[config.mk]
export PLATFORM = sky130hd
export DESIGN_NAME = dac_spi_serializer
export DESIGN_NICKNAME = d
export VERILOG_FILES = /design/src/rtl/dac_spi_pkg.sv /design/src/rtl/dac_spi_tick.sv /design/src/rtl/dac_spi_serializer.sv
export SDC_FILE = /design/constraint.sdc
export NUM_CORES = 1
export LEC_CHECK = 0
export CAP_MARGIN = 10
export CORE_ASPECT_RATIO = 1.75
export CORE_UTILIZATION = 25
export DETAILED_ROUTE_END_ITERATION = 6
export SLEW_MARGIN = 40
export SYNTH_ARGS = -nofsm -noshare
export SYNTH_HDL_FRONTEND = slang
export SYNTH_SLANG_ARGS = --single-unit
[constraint.sdc]
create_clock -name CLK -period 6.1 [get_ports CLK]
set_clock_uncertainty 0.1 [all_clocks]
set_input_delay 1.22 -clock CLK [delete_from_list [all_inputs] [get_ports CLK]]
set_output_delay 1.22 -clock CLK [all_outputs]
set_load 0.02 [all_outputs]
[src/rtl/dac_spi_pkg.sv]
// ============================================================
// dac_spi_pkg: shared frame geometry, DAC command and FSM encoding.
// Rev 1.0
// ============================================================
`default_nettype none

package dac_spi_pkg;

    localparam int         FRAME_BITS  = 16;
    localparam int         DATA_BITS   = 12;
    localparam int         CMD_BITS    = FRAME_BITS - DATA_BITS;
    localparam logic [3:0] DEFAULT_CMD = 4'b0011;

    typedef enum logic [2:0] {
        ST_IDLE  = 3'd0,
        ST_SETUP = 3'd1,
        ST_SHIFT = 3'd2,
        ST_HOLD  = 3'd3,
        ST_LOAD  = 3'd4
    } state_e;

    function automatic logic [FRAME_BITS-1:0] make_frame(
        input logic [CMD_BITS-1:0]  cmd,
        input logic [DATA_BITS-1:0] data
    );
        return {cmd, data};
    endfunction

endpackage

`default_nettype wire

[src/rtl/dac_spi_tick.sv]
// ============================================================
// dac_spi_tick: CLK_DIV divider emitting a one-cycle tick, restartable.
// Rev 1.0
// ============================================================
`default_nettype none

module dac_spi_tick #(
    parameter int CLK_DIV = 4
) (
    input  logic CLK,
    input  logic RST,
    input  logic restart_i,
    output logic tick_o
);

    localparam logic [7:0] LAST = 8'(CLK_DIV - 1);

    logic [7:0] cnt_q;
    logic [7:0] cnt_d;

    // Wrapping on the tick keeps every state entry aligned to count 0.
    always_comb begin
        cnt_d = cnt_q + 8'd1;
        if (restart_i || (cnt_q == LAST)) begin
            cnt_d = '0;
        end
    end

    always_ff @(posedge CLK or negedge RST) begin
        if (!RST) begin
            cnt_q <= '0;
        end else begin
            cnt_q <= cnt_d;
        end
    end

    assign tick_o = (cnt_q == LAST) && !restart_i;

endmodule

`default_nettype wire

[src/rtl/dac_spi_serializer.sv]
// ============================================================
// dac_spi_serializer: {CMD,DATA_IN} SPI mode-0 frame plus LDAC strobe.
// Rev 1.0
// ============================================================
`default_nettype none

module dac_spi_serializer
    import dac_spi_pkg::*;
#(
    parameter int         CLK_DIV = 4,
    parameter logic [3:0] CMD     = DEFAULT_CMD
) (
    input  logic                 CLK,
    input  logic                 RST,
    input  logic [DATA_BITS-1:0] DATA_IN,
    input  logic                 VALID,
    output logic                 READY,
    output logic                 SCLK,
    output logic                 MOSI,
    output logic                 CS_N,
    output logic                 LDAC_N,
    output logic                 DONE
);

    localparam logic [3:0] LAST_BIT = 4'(FRAME_BITS - 1);

    state_e                  state_q;
    logic [FRAME_BITS-1:0]   shreg_q;
    logic [3:0]              bit_cnt_q;
    logic                    sclk_q;
    logic                    mosi_q;
    logic                    cs_n_q;
    logic                    ldac_n_q;
    logic                    done_q;
    logic                    ready_q;
    logic [FRAME_BITS-1:0]   frame_d;
    logic                    tick;

    assign frame_d = make_frame(CMD, DATA_IN);

    // Divider is held at zero while idle so SETUP always starts a fresh count.
    dac_spi_tick #(
        .CLK_DIV (CLK_DIV)
    ) u_tick (
        .CLK       (CLK),
        .RST       (RST),
        .restart_i (state_q == ST_IDLE),
        .tick_o    (tick)
    );

    always_ff @(posedge CLK or negedge RST) begin
        if (!RST) begin
            state_q   <= ST_IDLE;
            shreg_q   <= '0;
            bit_cnt_q <= '0;
            sclk_q    <= 1'b0;
            mosi_q    <= 1'b0;
            cs_n_q    <= 1'b1;
            ldac_n_q  <= 1'b1;
            done_q    <= 1'b0;
            ready_q   <= 1'b0;
        end else begin
            done_q <= 1'b0;
            case (state_q)
                ST_IDLE: begin
                    if (VALID && ready_q) begin
                        shreg_q   <= frame_d;
                        mosi_q    <= frame_d[FRAME_BITS-1];
                        cs_n_q    <= 1'b0;
                        ready_q   <= 1'b0;
                        bit_cnt_q <= '0;
                        state_q   <= ST_SETUP;
                    end else begin
                        ready_q <= 1'b1;
                    end
                end
                ST_SETUP: begin
                    if (tick) begin
                        sclk_q  <= 1'b1;
                        state_q <= ST_SHIFT;
                    end
                end
                ST_SHIFT: begin
                    // High half ends with the falling edge that advances MOSI;
                    // low half ends with the next rising edge or with HOLD.
                    if (tick) begin
                        if (sclk_q) begin
                            sclk_q  <= 1'b0;
                            shreg_q <= {shreg_q[FRAME_BITS-2:0], 1'b0};
                            mosi_q  <= (bit_cnt_q == LAST_BIT) ? 1'b0
                                                               : shreg_q[FRAME_BITS-2];
                        end else if (bit_cnt_q == LAST_BIT) begin
                            state_q <= ST_HOLD;
                        end else begin
                            bit_cnt_q <= bit_cnt_q + 4'd1;
                            sclk_q    <= 1'b1;
                        end
                    end
                end
                ST_HOLD: begin
                    if (tick) begin
                        cs_n_q   <= 1'b1;
                        ldac_n_q <= 1'b0;
                        state_q  <= ST_LOAD;
                    end
                end
                ST_LOAD: begin
                    if (tick) begin
                        ldac_n_q <= 1'b1;
                        done_q   <= 1'b1;
                        ready_q  <= 1'b1;
                        state_q  <= ST_IDLE;
                    end
                end
                default: begin
                    state_q <= ST_IDLE;
                end
            endcase
        end
    end

    assign READY  = ready_q;
    assign SCLK   = sclk_q;
    assign MOSI   = mosi_q;
    assign CS_N   = cs_n_q;
    assign LDAC_N = ldac_n_q;
    assign DONE   = done_q;

endmodule

`default_nettype wire

# == Yosys cells after proc, flatten, opt, wreduce, memory -nomap -nowiden ==
# Cells that the tools add are included.
# totals
reg_bits,36
inputBits,15
output_inout_bits,6
elab_cells,79
# op_classes
addsub,2
eq_ne,15
n_mux,35
reduce_logical,17
# ops
operator,n
15-bit 2-to-1 mux,3
15-bit one-hot mux with 2 select lines,1
3-bit 2-to-1 mux,7
2-bit != test (second input constant),9
4-bit 2-to-1 mux,4
3-bit one-hot mux with 5 select lines,1
1-bit 2-to-1 mux,12
1-bit one-hot mux with 2 select lines,5
2-bit nonzero test,5
3-bit AND reduction,3
8-bit by 1-bit adder with 8-bit output (second input constant),1
8-bit by 2-bit == test with 1-bit output (second input constant),1
8-bit 2-to-1 mux,1
4-bit one-hot mux with 2 select lines,1
7-bit AND reduction,1
3-bit by 2-bit == test with 1-bit output (second input constant),2
5-bit AND reduction,1
4-bit by 1-bit adder with 4-bit output (second input constant),1
4-bit == test (second input constant),1
4-bit AND reduction,1
3-bit by 1-bit == test with 1-bit output (second input constant),1
3-bit == test (second input constant),1
3-bit zero test,1
1-bit logical AND,2
3 further kinds,3

# == Logic depth before layout (Yosys ltp) ==
# Gate-level depths: netlist (run 1).
# logic_depth
ltp_word,5
depth_mapped,7

# == By module ==
# A second synthesis (run 1) with hierarchy kept.
# hier_totals
hier_cells,162
area_unflattened_um2,1854.3
# by_module_without_submodules
mod,instances,cells_per_inst,area_per_inst_um2,seq_area_each_um2
dac_spi_serializer,1,123,1472.7,703.2
dac_spi_tick,1,39,381.6,200.2

# == Worst setup path before layout (run 1) ==
# No wires, ideal clock.
# synth_path
path_kind,input -> register
start,in VALID
end,"reg mosi_q, in the netlist MOSI"
setup_ps,125
arrival_ps,2318
setup_slack_ps,3557
stages,6
n_path_buf,2
path_cell_list,and3b_1 -> and2_1 -> a31o_1 -> buf_6 -> buf_12 -> mux2_4
# synth_between
elab_chain_cells,3
# synth_rtl
item,line_no,rtl
start: declaration,dac_spi_serializer.sv:16,"input logic VALID,"
1-bit logical AND,dac_spi_serializer.sv:66,if (VALID && ready_q) begin
2-bit != test (no line),--,
4-bit AND reduction (no line),--,
end signal: assignment,dac_spi_serializer.sv:68,mosi_q <= frame_d[FRAME_BITS-1];
end signal: assignment,dac_spi_serializer.sv:90,mosi_q <= (bit_cnt_q == LAST_BIT) ? 1'b0
end: declaration,dac_spi_serializer.sv:31,logic mosi_q;
# No other way between the ends.
# A chain may end at the register's enable or synchronous reset.

# == Worst setup path after layout (run 1) ==
# layout_path
start,in VALID
end,reg shreg_q[3]
# layout_between
elab_chain_cells,3
# layout_rtl
item,line_no,rtl
1-bit logical AND,dac_spi_serializer.sv:66,
2-bit != test (no line),--,
4-bit AND reduction (no line),--,
end signal: assignment,dac_spi_serializer.sv:67,shreg_q <= frame_d;
end signal: assignment,dac_spi_serializer.sv:89,"shreg_q <= {shreg_q[FRAME_BITS-2:0], 1'b0};"
end: declaration,dac_spi_serializer.sv:28,logic [FRAME_BITS-1:0] shreg_q;
# No other way between the ends.

==> flow_summary_export.csv, run 1 <==
group,metric,value,unit
timing,worst_pin_slew,0.708,ns
clocking,cts_hold_buf,0,
die,start_util,25.7,%
die,die-area,7700,um^2
routing,drtPass1Iterations,4,
critical_path,cp.required,6.16,ns
synthesis,synthFlopType,"dfrtp_1",
final_layout,fin_nets,222,
critical_path,crit_type,"input port to flop",
power_and_ir_drop,p_leak,0.992,nW
routing,avgViaCountPerCell,4.58,
final_layout,n_fill_cell,728,
timing,clock.fmax,350,MHz
critical_path,worstPathCellList,"clkdlybuf4s50_1, and3b_1, and2_1, a31o_2, mux2_2",
place,dpl.hpwl,2.48,mm
hold_path,hp-class,"flop to flop",
synthesis,yosys_warnings,0,
critical_path,crit_fanout,16,
die,fp.coreArea,7130,um^2
synthesis,synth_cell_type_count,36,
clocking,clk_latency,0.28,ns
synthesis,yosys.area.top_type,"dfrtp_1",
critical_path,critPathMaxStageDelay,0.45,ns
synthesis,synth_edf_count,0,
synthesis,syn_inst,187,
routing,final_antenna_net_count,0,
critical_path,worstPathArrival,2.91,ns
clocking,cts.repair.resized,0,
timing,grt_setup_unrepaired,"false",
routing,route.detailed.drc,0,
timing,setup_viol,0,
critical_path,critPathCaptureType,"flop",
synthesis,synth.net_count,204,
job,drv_cap,0,
die,io_pins,21,
timing,drv_slew,0,
die,num_rows,41,
final_layout,areaGrowthSynthToFinish,23.0,%
routing,detail_route.wl_per_cell,12.2,um
clocking,post_cts_buffers,0,
final_layout,antennaDiodeCount,0,
power_and_ir_drop,p_per_area,452,nW/um^2
synthesis,synth-async-reset-ratio,100,%
final_layout,multiInputGateArea,837,um^2
timing,max-slew-margin-rel,52.7,%
routing,vias,1337,
power_and_ir_drop,irDropWorstVdd,0.126,mV
final_layout,regArea,903,um^2
run_status,status,"complete, no violations",
global_route,track_usage,10.3,%
clocking,cts_sinks,36,
final_layout,drive_above_1_share,14.1,%
clocking,root_buffer,"clkbuf_16",
routing,drt_iter0_drc,50,
clocking,cts_buffers,5,
clocking,cts_tree,"done",
synthesis,synth_top_area_share,46.4,%
routing,drt-total-wl,3.57,mm
synthesis,synth_area_leaders,"dfrtp_1, nand2_1, mux2_4, nor2_1, mux2_2",
synthesis,ys_ff_latch,36,
global_route,grt_pass1_vias,1351,
synthesis,syn-cell-area,1840,um^2
synthesis,ys_seq_area_share,49.2,%
final_layout,post-route-util,31.7,%
clocking,clk_pin_slew,0.06,ns
clocking,cts-htree-levels,2,
critical_path,cp-start-kind,"input port",
place,port_buffers,20,
clocking,cts_buffer_depth,2,
critical_path,worst_path_max_delay_cell,"clkdlybuf4s50_1",
synthesis,synth_area_per_cell,9.82,um^2
global_route,antenna_found_initial,0,
global_route,grt_pass1_wl,5.97,mm
timing,fin_tns_setup,0,ns
timing,final.min_clock_period,2.85,ns
place,place.gp.congestion,0.735,
global_route,grt_max_degree,37,
timing,min_period_over_period,46.8,%
die,die_y,115,um
timing,hold_viol,0,
die,die_w,66.8,um
global_route,grt_overflow,0,
[cells in the final DEF (no fill, tap or decap), types with 2 or more instances in the layout]
master,Yosys,layout
a21oi_1,4,4
a31oi_1,2,2
and2_1,2,2
and3_1,4,4
clkbuf_16,0,5
clkdlybuf4s50_1,0,20
dfrtp_1,34,34
dfstp_2,2,2
ha_1,2,2
inv_1,9,9
mux2_2,6,6
mux2_4,7,7
mux2i_1,3,3
nand2_1,39,39
nand3_1,13,13
nor2_1,19,19
nor3_1,3,3
o21ai_0,6,6
xnor2_1,4,4
xor2_1,3,3
[state kept, by name, indices dropped and copies added, names as in the netlist]
| name | flops |
|---|---|
| shreg_q | 15 |
| u_tick.cnt_q | 8 |
| bit_cnt_q | 4 |
| state_q | 3 |
| CS_N | 1 |
| DONE | 1 |
| LDAC_N | 1 |
| MOSI | 1 |
| READY | 1 |
| SCLK | 1 |
[cell usage after synthesis (4+ instances only)]
cell type  number
mux2_2          6
xnor2_1         4
nand2_1        39
a21oi_1         4
mux2_4          7
nor2_1         19
inv_1           9
and3_1          4
o21ai_0         6
nand3_1        13
dfrtp_1        34
buf_2           5
[routing by layer]
layer / GRT usage, % / part of all wire, % / vias up
li1: - / - / 663
met1: 9.89 / 40 / 645
met2: 19.3 / 55 / 20
met3: 2.68 / 2.7 / 9
met4: 5.11 / 2.4 / 0
met5: 0 / 0 / -
[logic make-up after synthesis]
group / Yosys count / synth area share (%)
muxes: 16 / 11.0
and+or+nand+nor: 87 / 22.4
AOI/OAI and AO/OA: 20 / 7.09
xor gates and xnor gates: 7 / 3.34
adders and majority gates: 2 / 1.36
buffers and inverters: 19 / 5.52
DFF: 36 / 49.2
[report_power, final]
group	internal (mW)	switching (mW)
Sequential	0.328	0.0773
Clock	0.192	0.0956
Combinational	0.161	0.167
Total	0.681	0.340
[stage by stage]
stage	setup WS, ns	hold WS (ns)	cells	power [mW]	cell area (um^2)
floorplan	3.56	0.355	187	0.658	1840
global placement	2.73	0.371	284	0.732	2080
detailed placement	2.69	0.381	284	0.742	2090
CTS	2.97	0.389	292	1.03	2260
global route	3.15	0.414	292	1.09	2260
finish	3.25	0.386	292	1.02	2260
[path summary, 6_finish.rpt]
check,from,cells after the start,slack [ns],endpoint
worst max-delay path,VALID,5,3.25,shreg_q[3]
worst min-delay path,u_tick.cnt_q[0],1,0.39,u_tick.cnt_q[0]
worst max register to register,u_tick.cnt_q[0],5,3.46,shreg_q[3]
worst min register to register,u_tick.cnt_q[0],1,0.39,u_tick.cnt_q[0]
max in group asynchronous,RST,2,4.28,CS_N
min in group asynchronous,RST,2,1.26,shreg_q[9]
[critical path, delay by kind of cell]
family	cells	cell delay [ns]
buffers and inverters	1	0.45
AND/OR/NAND/NOR	2	0.40
AO/OA/AOI/OAI	1	0.45
multiplexers	1	0.39
[cell type report]
type,count,share of cell area (%)
sequential,36,40.0
multi-input combinational,132,37.1
timing repair buffer,21,9.20
clock buffer,5,5.54
tap,86,4.77
clock inverter,3,1.88
inverter,9,1.50
No activity file was read; power rests on OpenSTA's default activity.
==> run 2: changes to the inputs <==
- clock period: 6.1 -> 2.3 ns (I/O delays scaled with it)
==> flow_summary_export.csv, run 2 (same netlist as run 1, synthesis figures left out) <==
group,metric,value,unit
clocking,post_cts_buffers,0,
clocking,clk_pin_slew,0.05,ns
die,num_rows,41,
final_layout,largest_reg_flops,15,
global_route,grt_pass1_wl,6.07,mm
die,io_pins,21,
critical_path,worstPathCellList,"clkdlybuf4s50_1",
routing,avgViaCountPerCell,4.58,
die,start_util,25.7,%
final_layout,reg.largest.list,"shreg_q: 15 flops, u_tick.cnt_q: 8 flops, bit_cnt_q: 4 flops",
timing,worst_pin_slew,0.603,ns
clocking,root_buffer,"clkbuf_16",
die,die_w,66.8,um
die,die_y,115,um
timing,clock.fmax,506,MHz
critical_path,crit_type,"flop to primary output",
routing,vias,1370,
job,drv_cap,0,
routing,drt-total-wl,3.69,mm
clocking,cts_hold_buf,0,
global_route,antenna_found_initial,0,
critical_path,crit_path_start,"CS_N",
final_layout,top_register,"shreg_q",
final_layout,areaGrowthSynthToFinish,23.9,%
final_layout,final_cell_mix,"nand2_1, dfrtp_1, clkdlybuf4s50_1",
power_and_ir_drop,p_total,2.63,mW
timing,min_period_over_period,85.9,%
global_route,gr-usage-met1,10.1,%
final_layout,antennaDiodeCount,0,
critical_path,cp-start-kind,"flop",
place,port_buffers,20,
die,fp.coreArea,7130,um^2
clocking,cts-htree-levels,2,
clocking,cts_sinks,36,
critical_path,critPathMaxStageDelay,0.60,ns
critical_path,cp.depth,1,
power_and_ir_drop,p_leak,1.02,nW
clocking,cts_tree,"done",
die,die-area,7700,um^2
critical_path,reg2reg_to,"shreg_q[2]",
final_layout,fin_nets,229,
global_route,grt_max_degree,37,
global_route,busiest_layer,"met2",
final_layout,drive_above_1_share,15.5,%
clocking,cts_buffer_depth,2,
global_route,gr-usage-met2,20.3,%
timing,hold_viol,0,
timing,max-slew-margin-rel,59.8,%
timing,grt_setup_unrepaired,"false",
critical_path,crit_fanout,3,
timing,final.min_clock_period,1.97,ns
place,place.gp.congestion,0.732,
critical_path,regToRegSetupSlack,0.34,ns
power_and_ir_drop,irDropWorstVdd,0.300,mV
timing,setup_viol,0,
global_route,gr-usage-met3,2.68,%
routing,final_antenna_net_count,0,
critical_path,cp_top_family,"buffers and inverters",
timing,drv_slew,0,
critical_path,critPathCaptureType,"primary output",
hold_path,hp-class,"flop to flop",
clocking,cts.repair.resized,0,
global_route,track_usage,10.6,%
final_layout,final_common_cell,"nand2_1",
critical_path,worstPathArrival,1.41,ns
routing,drtPass1Iterations,4,
critical_path,cp.required,1.74,ns
critical_path,cp_num_buf_inv,1,
critical_path,reg2reg_depth,5,
place,dpl.hpwl,2.68,mm
critical_path,crit_end,"CS_N",
global_route,grt_overflow,0,
timing,fin_tns_setup,0,ns
run_status,status,"complete, no violations",
clocking,clk_latency,0.28,ns
critical_path,worst_path_max_delay_cell,"clkdlybuf4s50_1",
routing,drt_iter0_drc,49,
clocking,cts_buffers,5,
critical_path,reg2reg_from,"u_tick.cnt_q[4]",
routing,route.detailed.drc,0,
power_and_ir_drop,p_per_area,1160,nW/um^2
routing,detail_route.wl_per_cell,12.3,um
global_route,grt_pass1_vias,1344,
## run 2: cell count changes in the layout (fill, tap and decap cells not counted)
| cell | before | now |
|---|---|---|
| clkbuf_1 | 0 | 2 |
| bufinv_16 | 1 | 0 |
| a31o_2 | 1 | 0 |
| a31o_1 | 0 | 1 |
| nor3b_4 | 1 | 0 |
| nor3b_2 | 1 | 2 |
| buf_4 | 1 | 8 |
| clkinvlp_4 | 1 | 0 |
## run 2: layout make-up
| cell class | instances | area [um^2] |
|---|---|---|
| flip-flops and latches | 36 | 903 |
| fillers | 733 | 4860 |
| clock inverters | 1 | 5.00 |
| well taps | 86 | 108 |
| inverters | 9 | 33.8 |
| clock buffers | 7 | 133 |
| multi-input cells | 132 | 831 |
| repair buffers | 28 | 260 |
## run 2: how the worst min path moves through the flow
stage	start	end	slack, ns	cells past startpoint
after floorplan	RST	DONE	0.06	0
after global placement	u_tick.cnt_q[0]	u_tick.cnt_q[0]	0.37	1
after detailed placement	u_tick.cnt_q[0]	u_tick.cnt_q[0]	0.38	1
after CTS	u_tick.cnt_q[0]	u_tick.cnt_q[0]	0.39	1
after global routing	u_tick.cnt_q[0]	u_tick.cnt_q[0]	0.41	1
final	u_tick.cnt_q[0]	u_tick.cnt_q[0]	0.39	1
## run 2: metrics by stage
stage / area [um^2] / cells / hold WS, ns / setup slack [ns] / util, %
CTS: 2270 / 299 / 0.390 / 0.318 / 31.9
finish: 2270 / 299 / 0.388 / 0.325 / 31.9
floorplan: 1840 / 187 / 0.0644 / 0.347 / -
detailed placement: 2140 / 291 / 0.382 / 0.113 / 30.0
global route: 2270 / 299 / 0.413 / 0.225 / 31.9
global placement: 2140 / 291 / 0.373 / 0.137 / 30.0
## run 2: layer usage
metal,vias to the layer above,share of wire (%)
li1,675,-
met1,670,38
met2,20,56
met3,5,3.7
met4,0,2.0
met5,-,0
## run 2: power by group
group          internal [mW]  switching [mW]
sequential             0.871           0.187
clock                  0.400           0.237
combinational          0.467           0.471
total                   1.74           0.895
==> run 3: changes to the inputs <==
- clock period: 2.3 -> 2.6 ns (I/O delays scaled with it)
==> flow_summary_export.csv, run 3 (same netlist as run 1, synthesis figures left out) <==
group,metric,value,unit
die,io_pins,21,
global_route,track_usage,10.6,%
die,die_w,66.8,um
global_route,antenna_found_initial,0,
clocking,cts_sinks,36,
die,num_rows,41,
routing,avgViaCountPerCell,4.52,
timing,max-slew-margin-rel,59.3,%
critical_path,worstPathCellList,"clkdlybuf4s50_1",
place,port_buffers,20,
critical_path,critPathCaptureType,"primary output",
critical_path,cp.required,1.98,ns
timing,grt_setup_unrepaired,"false",
global_route,grt_pass1_wl,6.07,mm
timing,clock.fmax,490,MHz
critical_path,cp_num_buf_inv,1,
final_layout,regArea,903,um^2
routing,drtPass1Iterations,4,
timing,hold_viol,0,
routing,drt_iter0_drc,70,
die,die-area,7700,um^2
routing,detail_route.wl_per_cell,12.5,um
routing,vias,1337,
place,place.gp.congestion,0.770,
final_layout,multiInputGateArea,831,um^2
final_layout,largest_reg_flops,15,
critical_path,worstPathArrival,1.42,ns
clocking,clk_latency,0.29,ns
power_and_ir_drop,p_per_area,1070,nW/um^2
global_route,grt_pass1_vias,1342,
final_layout,final_common_cell,"nand2_1",
timing,min_period_over_period,78.6,%
final_layout,top_register,"shreg_q",
critical_path,critPathMaxStageDelay,0.60,ns
critical_path,crit_type,"flop to primary output",
run_status,status,"complete, no violations",
critical_path,cp_top_family,"buffers and inverters",
clocking,cts.repair.resized,0,
critical_path,regToRegSetupSlack,0.62,ns
timing,whs,0.386,ns
job,drv_cap,0,
clocking,clk_pin_slew,0.06,ns
timing,fin_tns_setup,0,ns
routing,drt-total-wl,3.71,mm
routing,route.detailed.drc,0,
timing,final.min_clock_period,2.04,ns
clocking,post_cts_buffers,0,
clocking,root_buffer,"clkbuf_16",
final_layout,n_fill_cell,742,
clocking,cts_buffer_depth,2,
final_layout,reg.largest.list,"shreg_q: 15 flops, u_tick.cnt_q: 8 flops, bit_cnt_q: 4 flops",
place,dpl.hpwl,2.65,mm
power_and_ir_drop,p_total,2.45,mW
die,die_y,115,um
timing,worst_pin_slew,0.610,ns
critical_path,cp-start-kind,"flop",
routing,final_antenna_net_count,0,
timing,drv_slew,0,
global_route,grt_overflow,0,
final_layout,drive_above_1_share,15.2,%
clocking,cts_tree,"done",
place,placed_area,2130,um^2
final_layout,design_area,2300,um^2
final_layout,fin_nets,226,
global_route,grt_max_degree,37,
critical_path,crit_fanout,3,
clocking,cts_buffers,5,
final_layout,antennaDiodeCount,0,
die,fp.coreArea,7130,um^2
critical_path,worst_path_max_delay_cell,"clkdlybuf4s50_1",
hold_path,hp-class,"flop to flop",
clocking,cts_hold_buf,0,
power_and_ir_drop,p_leak,1.02,nW
timing,setup_viol,0,
clocking,cts-htree-levels,2,
final_layout,areaGrowthSynthToFinish,25.2,%
die,start_util,25.7,%
final_layout,final_cell_mix,"nand2_1, dfrtp_1, clkdlybuf4s50_1",
power_and_ir_drop,irDropWorstVdd,0.336,mV
[run 3: changes by cell type in the layout (fill, tap and decap cells not counted), sizes merged]
cell / change
clkbuf: -2
clkinv: -1
bufinv: +1
buf: -3
clkinvlp: +1
inv: +1
[run 3: layout make-up]
type,instances,share of cell area [%]
Inverter,9,1.47
Timing Repair Buffer,25,10.9
Clock buffer,5,5.45
Sequential cell,36,39.3
Multi-Input combinational cell,132,36.2
Tap cell,86,4.68
Clock inverter,3,2.02
[run 3: power by group]
part	internal [mW]	switching, mW	leakage [nW]
sequential	0.769	0.185	0.446
clock	0.455	0.241	0.0804
combinational	0.405	0.398	0.489
total	1.63	0.825	1.02
[run 3: final timing paths]
check,start,to,depth (start not counted)
max in group asynchronous,RST,CS_N,2
min in group asynchronous,RST,shreg_q[9],2
hold reg to reg,u_tick.cnt_q[0],u_tick.cnt_q[0],1
hold / removal,u_tick.cnt_q[0],u_tick.cnt_q[0],1
setup / recovery,LDAC_N,LDAC_N,1
setup reg to reg,state_q[1],bit_cnt_q[2],2
[run 3: metrics by stage]
step	setup WS (ns)	std cells	utilization [%]
6_report	0.558	296	32.2
5_1_grt	0.498	296	32.2
4_1_cts	0.551	296	32.2
3_5_place_dp	0.297	288	29.8
3_3_place_gp	0.338	288	29.8
2_1_floorplan	0.647	187	-
[run 3: layer usage]
metal	vias up	part of all wire [%]	GRT usage, %	wire length, um
li1	671	-	-	-
met1	635	40	10.8	1470
met4	0	2.1	5.11	77
met2	25	55	19.6	2030
met3	6	3.5	2.38	131
met5	-	0	0	0
